## config.mk

```make
export PLATFORM = sky130hd
export DESIGN_NAME = atm_session_ctrl
export DESIGN_NICKNAME = d
export VERILOG_FILES = /design/src/rtl/atm_pkg.sv /design/src/rtl/atm_account_bank.sv /design/src/rtl/atm_session_ctrl.sv
export SDC_FILE = /design/constraint.sdc
export NUM_CORES = 1
export LEC_CHECK = 0
export CELL_PAD_IN_SITES_DETAIL_PLACEMENT = 1
export CELL_PAD_IN_SITES_GLOBAL_PLACEMENT = 1
export CORE_MARGIN = 2
export CORE_UTILIZATION = 40
export CTS_BUF_LIST = sky130_fd_sc_hd__clkbuf_4 sky130_fd_sc_hd__clkbuf_8
export DETAILED_ROUTE_END_ITERATION = 8
export PLACE_DENSITY = 0.73
export SLEW_MARGIN = 20
export SYNTH_ARGS = -nofsm -noshare
export SYNTH_HDL_FRONTEND = slang
export SYNTH_SLANG_ARGS = --single-unit
```

## constraint.sdc

```tcl
create_clock -name clk -period 8 [get_ports clk]
set_input_delay 1.2 -clock clk [delete_from_list [all_inputs] [get_ports clk]]
set_output_delay 1.2 -clock clk [all_outputs]
set_load 0.01 [all_outputs]
```

## src/rtl/atm_pkg.sv

```systemverilog
// atm_pkg: shared definitions for the multi-account ATM session controller.
//   - Opcode and status code constants
//   - Controller state enum
//   - Constant 16-entry account table (account number / PIN lookup)
package atm_pkg;

  // Command opcodes
  localparam logic [2:0] OP_LOGOUT        = 3'd0;
  localparam logic [2:0] OP_LOGIN         = 3'd1;
  localparam logic [2:0] OP_MENU          = 3'd2;
  localparam logic [2:0] OP_BALANCE       = 3'd3;
  localparam logic [2:0] OP_WITHDRAW      = 3'd4;
  localparam logic [2:0] OP_WITHDRAW_SHOW = 3'd5;
  localparam logic [2:0] OP_TRANSFER      = 3'd6;
  localparam logic [2:0] OP_DEPOSIT       = 3'd7;

  // Response status codes
  localparam logic [3:0] ST_OK           = 4'd0;
  localparam logic [3:0] ST_NO_ACCOUNT   = 4'd1;
  localparam logic [3:0] ST_BAD_PIN      = 4'd2;
  localparam logic [3:0] ST_LOCKED       = 4'd3;
  localparam logic [3:0] ST_INSUFFICIENT = 4'd4;
  localparam logic [3:0] ST_OVERFLOW     = 4'd5;
  localparam logic [3:0] ST_BAD_DEST     = 4'd6;
  localparam logic [3:0] ST_TIMEOUT      = 4'd7;
  localparam logic [3:0] ST_NO_SESSION   = 4'd8;
  localparam logic [3:0] ST_BAD_OP       = 4'd9;

  typedef enum logic [2:0] {
    S_IDLE,
    S_FIND,
    S_MENU,
    S_XFER_FIND,
    S_RESP
  } state_e;

  // Account number of table entry i. Entries beyond the first four follow
  // a simple arithmetic pattern so the table scales to 16 accounts.
  function automatic logic [15:0] tbl_acc(input logic [3:0] i);
    logic [15:0] r;
    case (i)
      4'd0:    r = 16'd2816;
      4'd1:    r = 16'd3467;
      4'd2:    r = 16'd1334;
      4'd3:    r = 16'd3649;
      default: r = 16'd1000 + {12'd0, i};
    endcase
    return r;
  endfunction

  // PIN of table entry i.
  function automatic logic [3:0] tbl_pin(input logic [3:0] i);
    logic [3:0] r;
    case (i)
      4'd0:    r = 4'd6;
      4'd1:    r = 4'd3;
      4'd2:    r = 4'd9;
      4'd3:    r = 4'd9;
      default: r = i;
    endcase
    return r;
  endfunction

endpackage

```

## src/rtl/atm_account_bank.sv

```systemverilog
// atm_account_bank: per-account balance registers and lockout bits.
//   clk, rst        clock / asynchronous active-high reset
//   rd_a_*          read port A (session account balance)
//   rd_b_*          read port B (scan index balance + lock bit)
//   wr_a_*, wr_b_*  two write ports, used together for transfers
//   lock_set_i/idx  sets the lock bit of one account
// Reset restores every balance to INIT_BALANCE and clears all locks.
module atm_account_bank #(
  parameter int NUM_ACCOUNTS = 4,
  parameter int IDX_W        = 2,
  parameter int BAL_W        = 11,
  parameter int INIT_BALANCE = 500
) (
  input  logic             clk,
  input  logic             rst,
  input  logic [IDX_W-1:0] rd_a_idx_i,
  output logic [BAL_W-1:0] rd_a_bal_o,
  input  logic [IDX_W-1:0] rd_b_idx_i,
  output logic [BAL_W-1:0] rd_b_bal_o,
  output logic             rd_b_lock_o,
  input  logic             wr_a_en_i,
  input  logic [IDX_W-1:0] wr_a_idx_i,
  input  logic [BAL_W-1:0] wr_a_bal_i,
  input  logic             wr_b_en_i,
  input  logic [IDX_W-1:0] wr_b_idx_i,
  input  logic [BAL_W-1:0] wr_b_bal_i,
  input  logic             lock_set_i,
  input  logic [IDX_W-1:0] lock_idx_i
);

  logic [BAL_W-1:0]        bal_q [NUM_ACCOUNTS];
  logic [NUM_ACCOUNTS-1:0] lock_q;

  always_ff @(posedge clk or posedge rst) begin
    if (rst) begin
      for (int i = 0; i < NUM_ACCOUNTS; i++) bal_q[i] <= BAL_W'(INIT_BALANCE);
      lock_q <= '0;
    end else begin
      for (int i = 0; i < NUM_ACCOUNTS; i++) begin
        // The controller never targets the same account on both ports.
        if (wr_b_en_i && wr_b_idx_i == IDX_W'(i))
          bal_q[i] <= wr_b_bal_i;
        else if (wr_a_en_i && wr_a_idx_i == IDX_W'(i))
          bal_q[i] <= wr_a_bal_i;
        if (lock_set_i && lock_idx_i == IDX_W'(i))
          lock_q[i] <= 1'b1;
      end
    end
  end

  assign rd_a_bal_o  = bal_q[rd_a_idx_i];
  assign rd_b_bal_o  = bal_q[rd_b_idx_i];
  assign rd_b_lock_o = lock_q[rd_b_idx_i];

endmodule

```

## src/rtl/atm_session_ctrl.sv

```systemverilog
// atm_session_ctrl: multi-account ATM session controller.
//   clk, rst                     clock / asynchronous active-high reset
//   cmd_valid, cmd_ready         command handshake (cmd_ready registered)
//   cmd_op, acc_number, pin,     command opcode and operands, captured
//   dest_acc_number, amount      on the accept edge
//   rsp_valid, rsp_status        one-cycle response pulse and status code
//   balance                      displayed balance of the session account
//   initial_balance/final_balance  destination balance before/after the
//                                last successful TRANSFER
//   session_active               an account is logged in
// LOGIN and TRANSFER scan the account table one entry per cycle. Other
// commands spend one execute cycle (pending_q) and then respond.
module atm_session_ctrl import atm_pkg::*; #(
  parameter int NUM_ACCOUNTS   = 4,
  parameter int ACC_W          = 12,
  parameter int PIN_W          = 4,
  parameter int BAL_W          = 11,
  parameter int INIT_BALANCE   = 500,
  parameter int TIMEOUT_CYCLES = 100,
  parameter int MAX_PIN_TRIES  = 3
) (
  input  logic             clk,
  input  logic             rst,
  input  logic             cmd_valid,
  output logic             cmd_ready,
  input  logic [2:0]       cmd_op,
  input  logic [ACC_W-1:0] acc_number,
  input  logic [PIN_W-1:0] pin,
  input  logic [ACC_W-1:0] dest_acc_number,
  input  logic [BAL_W-1:0] amount,
  output logic             rsp_valid,
  output logic [3:0]       rsp_status,
  output logic [BAL_W-1:0] balance,
  output logic [BAL_W-1:0] initial_balance,
  output logic [BAL_W-1:0] final_balance,
  output logic             session_active
);

  localparam int IDX_W = (NUM_ACCOUNTS > 1) ? $clog2(NUM_ACCOUNTS) : 1;
  localparam int TMR_W = $clog2(TIMEOUT_CYCLES + 1);
  localparam int TRY_W = $clog2(MAX_PIN_TRIES + 1);
  localparam logic [IDX_W-1:0] LAST_IDX   = IDX_W'(NUM_ACCOUNTS - 1);
  // Loaded with N-1 so that exactly TIMEOUT_CYCLES idle MENU cycles elapse.
  localparam logic [TMR_W-1:0] TMR_RELOAD = TMR_W'(TIMEOUT_CYCLES - 1);

  state_e           state_q, state_d;
  logic             pending_q, pending_d;
  logic             ready_q, ready_d;
  logic [2:0]       op_q, op_d;
  logic [ACC_W-1:0] acc_q, acc_d, dest_q, dest_d;
  logic [PIN_W-1:0] pin_q, pin_d;
  logic [BAL_W-1:0] amount_q, amount_d;
  logic [IDX_W-1:0] idx_q, idx_d;
  logic             sess_open_q, sess_open_d;
  logic [IDX_W-1:0] sess_idx_q, sess_idx_d;
  logic [TRY_W-1:0] fail_cnt_q, fail_cnt_d;
  logic [IDX_W-1:0] fail_idx_q, fail_idx_d;
  logic [TMR_W-1:0] tmr_q, tmr_d;
  logic             rsp_valid_q, rsp_valid_d;
  logic [3:0]       rsp_status_q, rsp_status_d;
  logic [BAL_W-1:0] bal_out_q, bal_out_d;
  logic [BAL_W-1:0] init_q, init_d, final_q, final_d;

  // Account bank interface
  logic [BAL_W-1:0] src_bal, scan_bal;
  logic             scan_lock;
  logic             wr_a_en, wr_b_en, lock_set;
  logic [BAL_W-1:0] wr_a_bal, wr_b_bal;

  atm_account_bank #(
    .NUM_ACCOUNTS(NUM_ACCOUNTS),
    .IDX_W       (IDX_W),
    .BAL_W       (BAL_W),
    .INIT_BALANCE(INIT_BALANCE)
  ) u_bank (
    .clk        (clk),
    .rst        (rst),
    .rd_a_idx_i (sess_idx_q),
    .rd_a_bal_o (src_bal),
    .rd_b_idx_i (idx_q),
    .rd_b_bal_o (scan_bal),
    .rd_b_lock_o(scan_lock),
    .wr_a_en_i  (wr_a_en),
    .wr_a_idx_i (sess_idx_q),
    .wr_a_bal_i (wr_a_bal),
    .wr_b_en_i  (wr_b_en),
    .wr_b_idx_i (idx_q),
    .wr_b_bal_i (wr_b_bal),
    .lock_set_i (lock_set),
    .lock_idx_i (idx_q)
  );

  logic             accept;
  logic [ACC_W-1:0] tbl_acc_cur;
  logic [PIN_W-1:0] tbl_pin_cur;
  logic [BAL_W:0]   dep_sum, xfer_sum;
  logic [BAL_W-1:0] src_minus;
  logic [TRY_W-1:0] fail_next;

  assign accept      = cmd_valid && ready_q;
  assign tbl_acc_cur = ACC_W'(tbl_acc(4'(idx_q)));
  assign tbl_pin_cur = PIN_W'(tbl_pin(4'(idx_q)));
  // One extra bit catches overflow beyond 2^BAL_W-1.
  assign dep_sum     = {1'b0, src_bal} + {1'b0, amount_q};
  assign xfer_sum    = {1'b0, scan_bal} + {1'b0, amount_q};
  assign src_minus   = src_bal - amount_q;
  // Consecutive failures only accumulate against the same account.
  assign fail_next   = (fail_cnt_q != '0 && fail_idx_q == idx_q)
                       ? fail_cnt_q + TRY_W'(1) : TRY_W'(1);

  always_ff @(posedge clk or posedge rst) begin
    if (rst) begin
      state_q      <= S_IDLE;
      pending_q    <= 1'b0;
      ready_q      <= 1'b0;
      op_q         <= '0;
      acc_q        <= '0;
      dest_q       <= '0;
      pin_q        <= '0;
      amount_q     <= '0;
      idx_q        <= '0;
      sess_open_q  <= 1'b0;
      sess_idx_q   <= '0;
      fail_cnt_q   <= '0;
      fail_idx_q   <= '0;
      tmr_q        <= TMR_RELOAD;
      rsp_valid_q  <= 1'b0;
      rsp_status_q <= '0;
      bal_out_q    <= '0;
      init_q       <= '0;
      final_q      <= '0;
    end else begin
      state_q      <= state_d;
      pending_q    <= pending_d;
      ready_q      <= ready_d;
      op_q         <= op_d;
      acc_q        <= acc_d;
      dest_q       <= dest_d;
      pin_q        <= pin_d;
      amount_q     <= amount_d;
      idx_q        <= idx_d;
      sess_open_q  <= sess_open_d;
      sess_idx_q   <= sess_idx_d;
      fail_cnt_q   <= fail_cnt_d;
      fail_idx_q   <= fail_idx_d;
      tmr_q        <= tmr_d;
      rsp_valid_q  <= rsp_valid_d;
      rsp_status_q <= rsp_status_d;
      bal_out_q    <= bal_out_d;
      init_q       <= init_d;
      final_q      <= final_d;
    end
  end

  always_comb begin
    state_d      = state_q;
    pending_d    = pending_q;
    op_d         = op_q;
    acc_d        = acc_q;
    dest_d       = dest_q;
    pin_d        = pin_q;
    amount_d     = amount_q;
    idx_d        = idx_q;
    sess_open_d  = sess_open_q;
    sess_idx_d   = sess_idx_q;
    fail_cnt_d   = fail_cnt_q;
    fail_idx_d   = fail_idx_q;
    tmr_d        = tmr_q;
    rsp_valid_d  = 1'b0;
    rsp_status_d = rsp_status_q;
    bal_out_d    = bal_out_q;
    init_d       = init_q;
    final_d      = final_q;
    wr_a_en      = 1'b0;
    wr_a_bal     = src_minus;
    wr_b_en      = 1'b0;
    wr_b_bal     = xfer_sum[BAL_W-1:0];
    lock_set     = 1'b0;

    // Operand capture on every accept; the command also reloads the timer.
    if (accept) begin
      op_d     = cmd_op;
      acc_d    = acc_number;
      pin_d    = pin;
      dest_d   = dest_acc_number;
      amount_d = amount;
      tmr_d    = TMR_RELOAD;
    end

    case (state_q)
      S_IDLE: begin
        if (pending_q) begin
          pending_d    = 1'b0;
          state_d      = S_RESP;
          rsp_valid_d  = 1'b1;
          rsp_status_d = (op_q == OP_LOGOUT || op_q == OP_MENU) ? ST_OK : ST_NO_SESSION;
        end else if (accept) begin
          if (cmd_op == OP_LOGIN) begin
            state_d = S_FIND;
            idx_d   = '0;
          end else begin
            pending_d = 1'b1;
          end
        end
      end

      S_MENU: begin
        if (pending_q) begin
          pending_d    = 1'b0;
          state_d      = S_RESP;
          rsp_valid_d  = 1'b1;
          rsp_status_d = ST_OK;
          case (op_q)
            OP_LOGOUT:  sess_open_d = 1'b0;
            OP_MENU:    ;
            OP_BALANCE: bal_out_d = src_bal;
            OP_WITHDRAW, OP_WITHDRAW_SHOW: begin
              if (amount_q > src_bal) begin
                rsp_status_d = ST_INSUFFICIENT;
              end else begin
                wr_a_en = 1'b1;
                if (op_q == OP_WITHDRAW_SHOW) bal_out_d = src_minus;
              end
            end
            OP_DEPOSIT: begin
              if (dep_sum[BAL_W]) begin
                rsp_status_d = ST_OVERFLOW;
              end else begin
                wr_a_en   = 1'b1;
                wr_a_bal  = dep_sum[BAL_W-1:0];
                bal_out_d = dep_sum[BAL_W-1:0];
              end
            end
            default: rsp_status_d = ST_BAD_OP; // LOGIN inside a session
          endcase
        end else if (accept) begin
          if (cmd_op == OP_TRANSFER) begin
            state_d = S_XFER_FIND;
            idx_d   = '0;
          end else begin
            pending_d = 1'b1;
          end
        end else if (tmr_q == '0) begin
          state_d      = S_RESP;
          rsp_valid_d  = 1'b1;
          rsp_status_d = ST_TIMEOUT;
          sess_open_d  = 1'b0;
        end else begin
          tmr_d = tmr_q - TMR_W'(1);
        end
      end

      S_FIND: begin
        if (acc_q == tbl_acc_cur) begin
          state_d     = S_RESP;
          rsp_valid_d = 1'b1;
          if (scan_lock) begin
            rsp_status_d = ST_LOCKED;
          end else if (pin_q == tbl_pin_cur) begin
            rsp_status_d = ST_OK;
            sess_open_d  = 1'b1;
            sess_idx_d   = idx_q;
            fail_cnt_d   = '0;
          end else begin
            rsp_status_d = ST_BAD_PIN;
            fail_cnt_d   = fail_next;
            fail_idx_d   = idx_q;
            lock_set     = (fail_next >= TRY_W'(MAX_PIN_TRIES));
          end
        end else if (idx_q == LAST_IDX) begin
          state_d      = S_RESP;
          rsp_valid_d  = 1'b1;
          rsp_status_d = ST_NO_ACCOUNT;
        end else begin
          idx_d = idx_q + IDX_W'(1);
        end
      end

      S_XFER_FIND: begin
        if (dest_q == tbl_acc_cur) begin
          state_d     = S_RESP;
          rsp_valid_d = 1'b1;
          if (idx_q == sess_idx_q) begin
            rsp_status_d = ST_BAD_DEST;
          end else if (amount_q > src_bal) begin
            rsp_status_d = ST_INSUFFICIENT;
          end else if (xfer_sum[BAL_W]) begin
            rsp_status_d = ST_OVERFLOW;
          end else begin
            rsp_status_d = ST_OK;
            wr_a_en      = 1'b1;
            wr_b_en      = 1'b1;
            init_d       = scan_bal;
            final_d      = xfer_sum[BAL_W-1:0];
            bal_out_d    = src_minus;
          end
        end else if (idx_q == LAST_IDX) begin
          state_d      = S_RESP;
          rsp_valid_d  = 1'b1;
          rsp_status_d = ST_BAD_DEST;
        end else begin
          idx_d = idx_q + IDX_W'(1);
        end
      end

      S_RESP: begin
        if (sess_open_q) begin
          state_d = S_MENU;
          tmr_d   = TMR_RELOAD;
        end else begin
          state_d = S_IDLE;
        end
      end

      default: state_d = S_IDLE;
    endcase
  end

  // Registered ready: high whenever the next state can take a new command.
  assign ready_d = (state_d == S_IDLE || state_d == S_MENU) && !pending_d;

  assign cmd_ready       = ready_q;
  assign rsp_valid       = rsp_valid_q;
  assign rsp_status      = rsp_status_q;
  assign balance         = bal_out_q;
  assign initial_balance = init_q;
  assign final_balance   = final_q;
  assign session_active  = sess_open_q;

endmodule

```

==> metrics, run 1 <==
CTS sink cnt 149; critical setup path kind flip-flop to flip-flop; CP startpoint kind flip-flop; clk_skew 0.0160 ns; chip width 157 µm; area delta synth->final 15.9%; CTS tree yes; Routed Antenna Nets 0; largest net degree at the start of global routing 96; min cycle time layout 4.79 ns; Pwr per Cell Area 364 nW/µm²; Worst R2R Start sess_idx_q[0]; worst-case clock buffer depth 2; IO buf count 84; gpl congestion 0.901; root buffer cell clkbuf_8; FF+latch count, synth 149; Hold Path Class flip-flop to flip-flop; # DRC 0; number of flops mapped to enable cells by yosys 0; vias in the first global route 8262; I/O pin cnt 85; chip height 157 µm; final hold vios 0; Routed WL 29.4 mm; H-tree levels 4; Leak Pwr 4.68 nW; crit path launch sess_idx_q[0]; syn nets 1064; post_cts resized 0; post-DR wirelength/cell 21.5 µm; Core Area 23300 µm²; # rows 56; fin util 0.470; critical path peak fanout 13; Final Cell Area 10900 µm²; Slew @ Worst Pin 0.988 ns; Crit. End Element flip-flop; Worst-path clk slew 0.10 ns; MaxCap Viol Count 0; fin. max-slew vios 0; Peak supply drop 0.117 mV; n_diodes 0; Setup violations, final 0; HPWL after DPL 22.3 mm; part of the Yosys area used for sequential elements 0.399; WP data required 8.39 ns; DR vias/cell 5.80; first-pass iteration count of the detailed router 4; Unique masters post-synth 80; layout cells sized above 1 0.156; total power 3.97 mW; flop2flop setup slack 3.21 ns; overflow left after global routing 0; Placement Cell Area 10500 µm²; number of antenna violations at the first check in global routing 0; Yosys warnings 0; setup bufs post-CTS 0; CP arrival 5.18 ns; total CTS buffers 17; setup TNS 0 ns; 1st-iter DRT viols 477; Max Clk Rate 209 MHz; Global Route Usage Sum 0.248; first-pass GRT wire length 47.0 mm; Die ar. 24800 µm²; via count 7938; fill count 2625; clk_lat worst skew 0.48 ns; hold_sp u_bank.lock_q[2]; Main synth FF type dfrtp_1; NumNets Final 1123; Gate Count Post-Synth 977; starting density of the core 0.405; Hold-fix buffers, CTS 0; Syn Std Cell Area 9420 µm²; syn avg cell area 9.64 µm²; status finished clean; RSZ-0062 raised after global routing no; Max-slew headroom 0.334; share of synthesized registers carrying an async set or reset 1.00; final period utilization 0.598
[worst max-delay path, stage by stage, from the launching register on]
cell and delay, ns:
dfrtp_1 0.52, buf_4 0.30, mux4_2 0.60, ha_1 0.53, and2_1 0.20, nor2b_1 0.23
o311ai_0 0.30, a211oi_2 0.46, nand4_1 0.64, a22o_1 0.62, a22oi_1 0.22, o21ai_1 0.09
[final cells by class]
class	count	area [µm²]	area share
Multi-Input combinational cell	744	5330	0.488
Inverter	33	129	0.0118
Tap cell	319	399	0.0365
Clock inverter	14	160	0.0147
Sequential cell	149	3760	0.345
Timing Repair Buffer	91	893	0.0818
Clock buffer	18	248	0.0227
[synthesized netlist by cell type (4+ instances only)]
| library cell | count | area [µm²] |
|---|---|---|
| or3_1 | 7 | 43.8 |
| nor2_1 | 58 | 218 |
| a22oi_1 | 10 | 75.1 |
| o21ai_2 | 4 | 35.0 |
| nor4_1 | 10 | 62.6 |
| xor2_1 | 10 | 87.6 |
| mux2_2 | 46 | 518 |
| nor3_1 | 14 | 70.1 |
| nor2b_1 | 12 | 75.1 |
| inv_1 | 33 | 124 |
| or4_1 | 5 | 37.5 |
| o21ai_1 | 12 | 60.1 |
| buf_1 | 5 | 18.8 |
| buf_2 | 8 | 40.0 |
| o22ai_1 | 14 | 87.6 |
| nand2_1 | 147 | 552 |
| and3_1 | 7 | 43.8 |
| a21o_1 | 12 | 90.1 |
| dfstp_2 | 28 | 736 |
| a31oi_1 | 6 | 37.5 |
| mux2i_1 | 18 | 180 |
| ha_1 | 39 | 488 |
| o21bai_1 | 5 | 37.5 |
| or2_2 | 5 | 31.3 |
| nor3b_1 | 7 | 52.6 |
| and2_1 | 7 | 43.8 |
| nand4_1 | 6 | 37.5 |
| nand3_1 | 8 | 40.0 |
| a221oi_1 | 4 | 35.0 |
| mux4_2 | 23 | 518 |
| o22a_1 | 4 | 35.0 |
| a22o_1 | 7 | 61.3 |
| nand2b_1 | 15 | 93.8 |
| o211ai_1 | 7 | 52.6 |
| clkbuf_1 | 35 | 131 |
| dfrtp_1 | 121 | 3030 |
| a21oi_1 | 66 | 330 |
| o21ai_0 | 59 | 295 |
| xnor2_1 | 21 | 184 |
[per-layer routing]
layer  global-route usage  routed length, µm
met5                    0                  0
met1                0.352              13900
met4               0.0758                600
met3               0.0339               1300
met2                0.393              13600
[flip-flops by register name (all words and copies together), names as in the netlist]
register / flops
u_bank.bal_q: 44
acc_q: 12
dest_q: 12
amount_q: 11
balance: 11
final_balance: 11
initial_balance: 11
tmr_q: 7
pin_q: 4
rsp_status: 4
u_bank.lock_q: 4
op_q: 3
state_q: 3
fail_cnt_q: 2
fail_idx_q: 2
idx_q: 2
sess_idx_q: 2
cmd_ready: 1
pending_q: 1
rsp_valid: 1
session_active: 1
[cell families after synthesis]
logic type,share of synthesized area
AND/OR/NAND/NOR,0.170
AO/OA/AOI/OAI,0.178
flip-flops,0.399
multiplexers,0.129
buffers and inverters,0.0369
adder cells (fa/ha/maj),0.0582
XOR/XNOR,0.0288
[stage by stage]
step / worst slack, ns / cells / hold WS (ns)
2_1_floorplan: 2.84 / 977 / 0.423
3_3_place_gp: 3.17 / 1336 / 0.435
3_5_place_dp: 3.32 / 1336 / 0.460
4_1_cts: 3.29 / 1368 / 0.483
5_1_grt: 2.92 / 1368 / 0.502
6_report: 3.21 / 1368 / 0.480
[where the power goes]
part	switching [mW]	leakage [nW]	total [mW]	internal, mW
sequential	0.204	1.86	1.15	0.943
clock	0.353	0.205	0.622	0.270
combinational	1.33	2.61	2.21	0.874
[cell usage in the layout, fill, tap and decap left out, drive strengths merged, types with 8 or more instances in the layout]
| master | synthesis | routed |
|---|---|---|
| nor2 | 58 | 58 |
| nand3 | 8 | 8 |
| o22ai | 14 | 14 |
| xor2 | 10 | 10 |
| nor3 | 15 | 15 |
| and2 | 8 | 8 |
| dfstp | 28 | 28 |
| nor2b | 12 | 12 |
| nand2b | 15 | 15 |
| nor4 | 10 | 10 |
| o21ai | 75 | 75 |
| mux2 | 46 | 46 |
| nor3b | 8 | 8 |
| clkdlybuf4s50 | 0 | 84 |
| dfrtp | 121 | 121 |
| inv | 33 | 40 |
| mux4 | 23 | 23 |
| mux2i | 18 | 18 |
| clkbuf | 35 | 18 |
| nand2 | 147 | 147 |
| a21o | 12 | 12 |
| ha | 39 | 39 |
| a22oi | 13 | 13 |
| a21oi | 66 | 66 |
| xnor2 | 21 | 21 |
[final timing paths]
| path | endpoint | cells past startpoint |
|---|---|---|
| max in group asynchronous | u_bank.bal_q[22] | 3 |
| hold / removal | u_bank.lock_q[2] | 1 |
| hold reg to reg | u_bank.lock_q[2] | 1 |
| setup reg to reg | u_bank.bal_q[30] | 11 |
| setup / recovery | u_bank.bal_q[30] | 11 |
| min in group asynchronous | balance[7] | 2 |
Power figures use the tool's default switching activity.
==> run 2, diff against run 1 <==
PLACE_DENSITY = 0.76   (was 0.73)
clock period = 4.2 ns   (was 8 ns; I/O delays follow)
==> run 2 against run 1 <==
Clock power grew 83%; final cell count grew 6.1%; cell area grew 6.6%; via count grew 5.5%; fmax grew 20%; sequential cell count is the same; largest power group unchanged; highest routed layer unchanged.
==> metrics, run 2 (synthesized netlist as in run 1, its figures left out) <==
number of antenna violations at the first check in global routing 0 (unchanged); post-DR wirelength/cell 20.9 µm (-2.8%); Hold Path Class flip-flop to flip-flop; CTS tree yes; fin. max-slew vios 0 (unchanged); hold_sp u_bank.lock_q[0]; Clk pwr share 0.142 (-0.015); top flop regs u_bank.bal_q (44), acc_q (12), dest_q (12); NumNets Final 1206 (+7.4%); clk_lat worst skew 0.47 ns (about the same); I/O pin cnt 85 (unchanged); # DRC 0 (unchanged); internal power 4.30 mW (+110%); # rows 56 (unchanged); vias in the first global route 8699 (+5.3%); NetSw 3.71 mW (+97%); IO buf count 84 (unchanged); Leak Pwr 5.12 nW (+9.4%); critical setup path kind flip-flop to flip-flop; total CTS buffers 17 (unchanged); first-pass GRT wire length 48.4 mm (+2.9%); Routed Antenna Nets 0 (unchanged); root buffer cell clkbuf_8; Global Route Usage Sum 0.255 (+0.00697); flop2flop setup slack 0.20 ns (-3.01 ns); overflow left after global routing 0 (unchanged); commonest cells after routing, fill and taps aside nand2_1 (147), dfrtp_1 (120), clkdlybuf4s50_1 (84), buf_4 (83), a21oi_1 (66); met2 GRT Util 0.419 (+0.0254); first-pass iteration count of the detailed router 5 (+1); Hold-fix buffers, CTS 0 (unchanged); most common cell after layout, fill and taps aside nand2_1; gpl congestion 0.913 (+1.3%); starting density of the core 0.405 (unchanged); via count 8371 (+5.5%); Max-slew headroom 0.359 (+0.0249); Routed WL 30.3 mm (+3.1%); sequential power share 0.270 (-0.019); 1st-iter DRT viols 465 (-2.5%); CP startpoint kind flip-flop; met1 GRT Util 0.349 (-0.00344); critical path peak fanout 8 (-5); Crit-path slowest cell mux4_2; post_cts resized 0 (unchanged); hold slack 0.463 ns (-0.0165 ns); WHS Endpoint u_bank.lock_q[0]; n_diodes 0 (unchanged); chip height 157 µm (unchanged); area delta synth->final 23.6%; Largest register FFs 44 (unchanged); Crit. End Element flip-flop; Worst R2R Start sess_idx_q[0]; clk_skew 0.0185 ns (+0.00241 ns); DR vias/cell 5.77 (-0.58%); Hold Path Cell Cnt 1 (unchanged); Worst Path Buf+Inv 2 (+1); Slew @ Worst Pin 0.948 ns (-0.0398 ns); MaxCap Viol Count 0 (unchanged); CP arrival 4.37 ns (-0.81 ns); RSZ-0062 raised after global routing no; setup bufs post-CTS 0 (unchanged); CTS sink cnt 149 (unchanged); WP data required 4.57 ns (-3.82 ns); R2R Path End u_bank.bal_q[41]; Setup violations, final 0 (unchanged); Net Sw Frac 0.464 (-0.0113); Slowest Stage Delay on Critical Path 0.58 ns (-0.06 ns); Most flops, register u_bank.bal_q; CP delay by family, top compound AO/OA/AOI/OAI gates; Peak supply drop 0.225 mV (+91%); met3 Use GR 0.0438 (+0.00991); final hold vios 0 (unchanged); worst-case clock buffer depth 2 (unchanged); crit-path cells buf_12 > mux4_2 > ha_1 > buf_4 > a221oi_1 > o22ai_2 > o2111ai_4 > o31a_1 > nand2_1 > o21ai_1 > o21ai_0; Core Area 23300 µm² (unchanged); min cycle time layout 4.00 ns (-0.791 ns); H-tree levels 4 (unchanged); Worst-path clk slew 0.09 ns (about the same); chip width 157 µm (unchanged); setup TNS 0 ns (unchanged); Die ar. 24800 µm² (unchanged); Combinational Power Share 0.588 (+0.033); layout cells sized above 1 0.221 (+0.0645); grt peak-use layer met2; largest net degree at the start of global routing 59 (-39%); status finished clean; FF-to-FF path depth 11 (unchanged); HPWL after DPL 23.5 mm (+5.8%); final period utilization 0.951 (+0.353); Pwr per Cell Area 688 nW/µm² (+89%); Max Clk Rate 250 MHz (+20%)
==> run 2: cell types whose count changed in the layout (fill, tap and decap cells not counted), sizes merged <==
cell	delta
inv	+2
clkinv	-2
clkinvlp	+1
buf	+83
bufinv	-1
==> run 2: worst max-delay path by stage <==
stage	depth (start not counted)	end	slack, ns	startpoint
5_1_grt	11	u_bank.bal_q[41]	0.04	sess_idx_q[0]
6_report	11	u_bank.bal_q[41]	0.20	sess_idx_q[0]
3_3_place_gp	10	u_bank.bal_q[8]	0.18	sess_idx_q[1]
4_1_cts	11	u_bank.bal_q[42]	0.05	sess_idx_q[1]
2_1_floorplan	13	u_bank.bal_q[33]	0.19	sess_idx_q[0]
3_5_place_dp	11	u_bank.bal_q[42]	0.09	sess_idx_q[1]
==> run 2: power groups by stage <==
stage | combinational, mW | sequential [mW] | clock (mW)
6_report | 4.71 | 2.16 | 1.14
5_1_grt | 5.15 | 2.21 | 1.22
4_1_cts | 4.65 | 2.16 | 1.16
3_3_place_gp | 4.48 | 2.16 | 0
2_1_floorplan | 2.93 | 2.05 | 0
3_5_place_dp | 4.61 | 2.18 | 0
==> run 2: worst reg2reg max path, stage by stage, from the launching register on <==
cell and delay [ns]:
dfrtp_1 0.40, buf_12 0.16, mux4_2 0.59, ha_1 0.35
buf_4 0.18, a221oi_1 0.47, o22ai_2 0.28, o2111ai_4 0.36
o31a_1 0.37, nand2_1 0.25, o21ai_1 0.32, o21ai_0 0.19
==> run 2: per-stage QoR <==
| stage | cell area, µm² | setup WS (ns) | cells | total power, mW | util |
|---|---|---|---|---|---|
| 4_1_cts | 11600 | 0.0542 | 1451 | 7.97 | 0.499 |
| 3_5_place_dp | 11200 | 0.0850 | 1419 | 6.80 | 0.482 |
| 6_report | 11600 | 0.204 | 1451 | 8.01 | 0.501 |
| 3_3_place_gp | 11200 | 0.181 | 1419 | 6.64 | 0.482 |
| 2_1_floorplan | 9430 | 0.192 | 977 | 4.98 | - |
| 5_1_grt | 11600 | 0.0407 | 1451 | 8.59 | 0.501 |
==> run 2: layout make-up <==
cell class	instances	area, µm²
Clock buffer	18	241
Clock inverter	14	156
Fill cell	2672	11600
Inverter	33	128
Multi-Input combinational cell	744	5360
Sequential cell	149	3760
Tap cell	319	399
Timing Repair Buffer	174	1600
==> run 2: layer usage <==
layer	wire (µm)	up-vias
met5	0	-
met1	13500	4244
li1	-	3843
met3	1730	41
met2	14500	243
met4	543	0
==> run 3, diff against run 2 <==
clock period = 3.2 ns   (was 4.2 ns; I/O delays follow)
==> run 3 against run 2 <==
The flow now finishes with violations (negative setup slack); clock power up 37%; core utilization grew 14 points; wire length grew 62%; via count rose by 27%; critical path depth is 3 higher; cell area rose by 28%; sequential power grew 34%; global-route usage is 8.8 points higher; non-clock buffer count increased by 215; clock skew is essentially flat; combinational power grew 120%; sequential cell count did not move.
==> metrics, run 3 (synthesized netlist as in run 1, its figures left out) <==
status complete, but fails checks; dpl cells 1547 (+9.0%); fill count 2467 (-7.7%); Pwr per Cell Area 998 nW/µm² (+45%); chip height 157 µm (unchanged); CP arrival 4.58 ns (+0.21 ns); area delta synth->final 58.5%; Global Route Usage Sum 0.343 (+0.0879); Slew @ Worst Pin 0.931 ns (-0.0174 ns); first-pass GRT wire length 63.3 mm (+31%); IO buf count 84 (unchanged); clk_lat worst skew 0.51 ns (+0.04 ns); Setup violations, final 79 (+79); flop2flop setup slack -0.98 ns (-1.18 ns); sequential power share 0.194 (-0.076); Net Sw Frac 0.489 (+0.0258); root buffer cell clkbuf_8; Largest register FFs 44 (unchanged); vias in the first global route 10900 (+25%); starting density of the core 0.405 (unchanged); total CTS buffers 17 (unchanged); CTS tree yes; final setup margin -0.977 ns (-1.18 ns); final period utilization 1.31 (+0.354); DR vias/cell 6.38 (+11%); H-tree levels 4 (unchanged); via count 10600 (+27%); CP endpoint u_bank.bal_q[39]; Routed Antenna Nets 0 (unchanged); # rows 56 (unchanged); first-pass iteration count of the detailed router 7 (+2); Most flops, register u_bank.bal_q; n_diodes 0 (unchanged); overflow left after global routing 0 (unchanged); FF-to-FF path depth 14 (+3); NetSw 7.29 mW (+96%); HPWL after DPL 27.2 mm (+15%); total power 14.9 mW (+86%); Combinational Power Share 0.701 (+0.113); RSZ-0062 raised after global routing yes; I/O pin cnt 85 (unchanged); R2R Path End u_bank.bal_q[39]; crit path launch sess_idx_q[0]; Die ar. 24800 µm² (unchanged); internal power 7.61 mW (+77%); non-filler instance count after layout 1667 (+15%); Hold Path Class input port to async pin; NumNets Final 1422 (+18%); Max-slew headroom 0.377 (+0.0179); failing checks negative setup slack; Worst-path clk slew 0.09 ns (about the same); layout cells sized above 1 0.497 (+0.276); critical path peak fanout 7 (-1); Core Area 23300 µm² (unchanged); Leak Pwr 6.52 nW (+27%); Routed WL 49.2 mm (+62%); post-DR wirelength/cell 29.5 µm (+41%); clk_skew 0.0186 ns (+0.000120 ns); Peak supply drop 0.474 mV (+110%); 1st-iter DRT viols 967 (+110%); commonest cells after routing, fill and taps aside buf_4 (246), dfrtp_1 (119), nand2_1 (96), clkdlybuf4s50_1 (84), nor2_1 (43); number of antenna violations at the first check in global routing 0 (unchanged); most common cell after layout, fill and taps aside buf_4; Max Clk Rate 239 MHz (-4.3%); largest net degree at the start of global routing 54 (-8.5%); chip width 157 µm (unchanged); Crit. End Element flip-flop; top flop regs u_bank.bal_q (44), acc_q (12), dest_q (12); Clk pwr share 0.105 (-0.037); fin util 0.642 (+0.141); worst-case clock buffer depth 2 (unchanged); # DRC 0 (unchanged); final hold vios 0 (unchanged); WP data required 3.60 ns (-0.97 ns); CP startpoint kind flip-flop; Worst R2R Start sess_idx_q[0]; MaxCap Viol Count 0 (unchanged); min cycle time layout 4.18 ns (+0.181 ns); gpl congestion 0.905 (-0.80%); CTS sink cnt 149 (unchanged); critical setup path kind flip-flop to flip-flop; fin. max-slew vios 0 (unchanged); hold slack 0.333 ns (-0.131 ns)
[run 3: metal layers]
| metal | track usage | wire [µm] | vias to the layer above |
|---|---|---|---|
| li1 | - | - | 4274 |
| met1 | 0.377 | 16500 | 5276 |
| met2 | 0.595 | 24100 | 763 |
| met3 | 0.0716 | 4090 | 316 |
| met4 | 0.229 | 4450 | 0 |
| met5 | 0 | 0 | - |
[run 3: through the flow]
stage,TNS (ns),worst slack (ns),cell area (µm²)
final,-53.01,-0.977,14900
after floorplan,-4.77,-0.238,9800
after CTS,-18.07,-0.347,13800
after detailed placement,-30.97,-0.601,12500
after global routing,-53.68,-0.939,14900
after global placement,-24.19,-0.421,12500
[run 3: cell type report]
type	instances	area, µm²	share of cell area
multi-input combinational	745	6690	0.448
sequential	149	3770	0.252
timing repair buffer	389	3560	0.238
clock buffer	18	248	0.0166
inverter	33	128	0.00855
clock inverter	14	139	0.00930
tap	319	399	0.0267
[run 3: what timing repair did]
item                       CTS  global route
setup endpoints to repair   89            91
cloned                       1             5
pin swaps                   34            92
buffers inserted            43            43
hold buffers                 0             0
resized for setup          116           194
[run 3: how the worst min path moves through the flow]
stage                                 from                to
final                                  rst        balance[5]
after floorplan           u_bank.lock_q[2]  u_bank.lock_q[2]
after global placement    u_bank.lock_q[0]  u_bank.lock_q[0]
after detailed placement  u_bank.lock_q[0]  u_bank.lock_q[0]
after global routing                   rst        balance[5]
after CTS                              rst        balance[5]
[run 3: worst max-delay path, cell delays in order, from the launching register on]
cell and delay [ns]:
dfrtp_2 0.42, buf_12 0.15, buf_4 0.13, mux4_2 0.62
ha_4 0.36, o21ai_0 0.16, nor2_2 0.28, o311ai_4 0.18
a211oi_2 0.47, buf_4 0.22, buf_4 0.10, nand4_1 0.30
buf_6 0.26, mux2i_1 0.14, o21ai_1 0.26
[run 3: power groups by stage]
stage	Clock (mW)	Combinational, mW	Sequential (mW)
6_report	1.56	10.4	2.89
2_1_floorplan	0	4.23	2.71
3_5_place_dp	0	7.40	2.84
4_1_cts	1.54	8.39	2.83
5_1_grt	1.63	10.7	2.94
3_3_place_gp	0	7.09	2.80
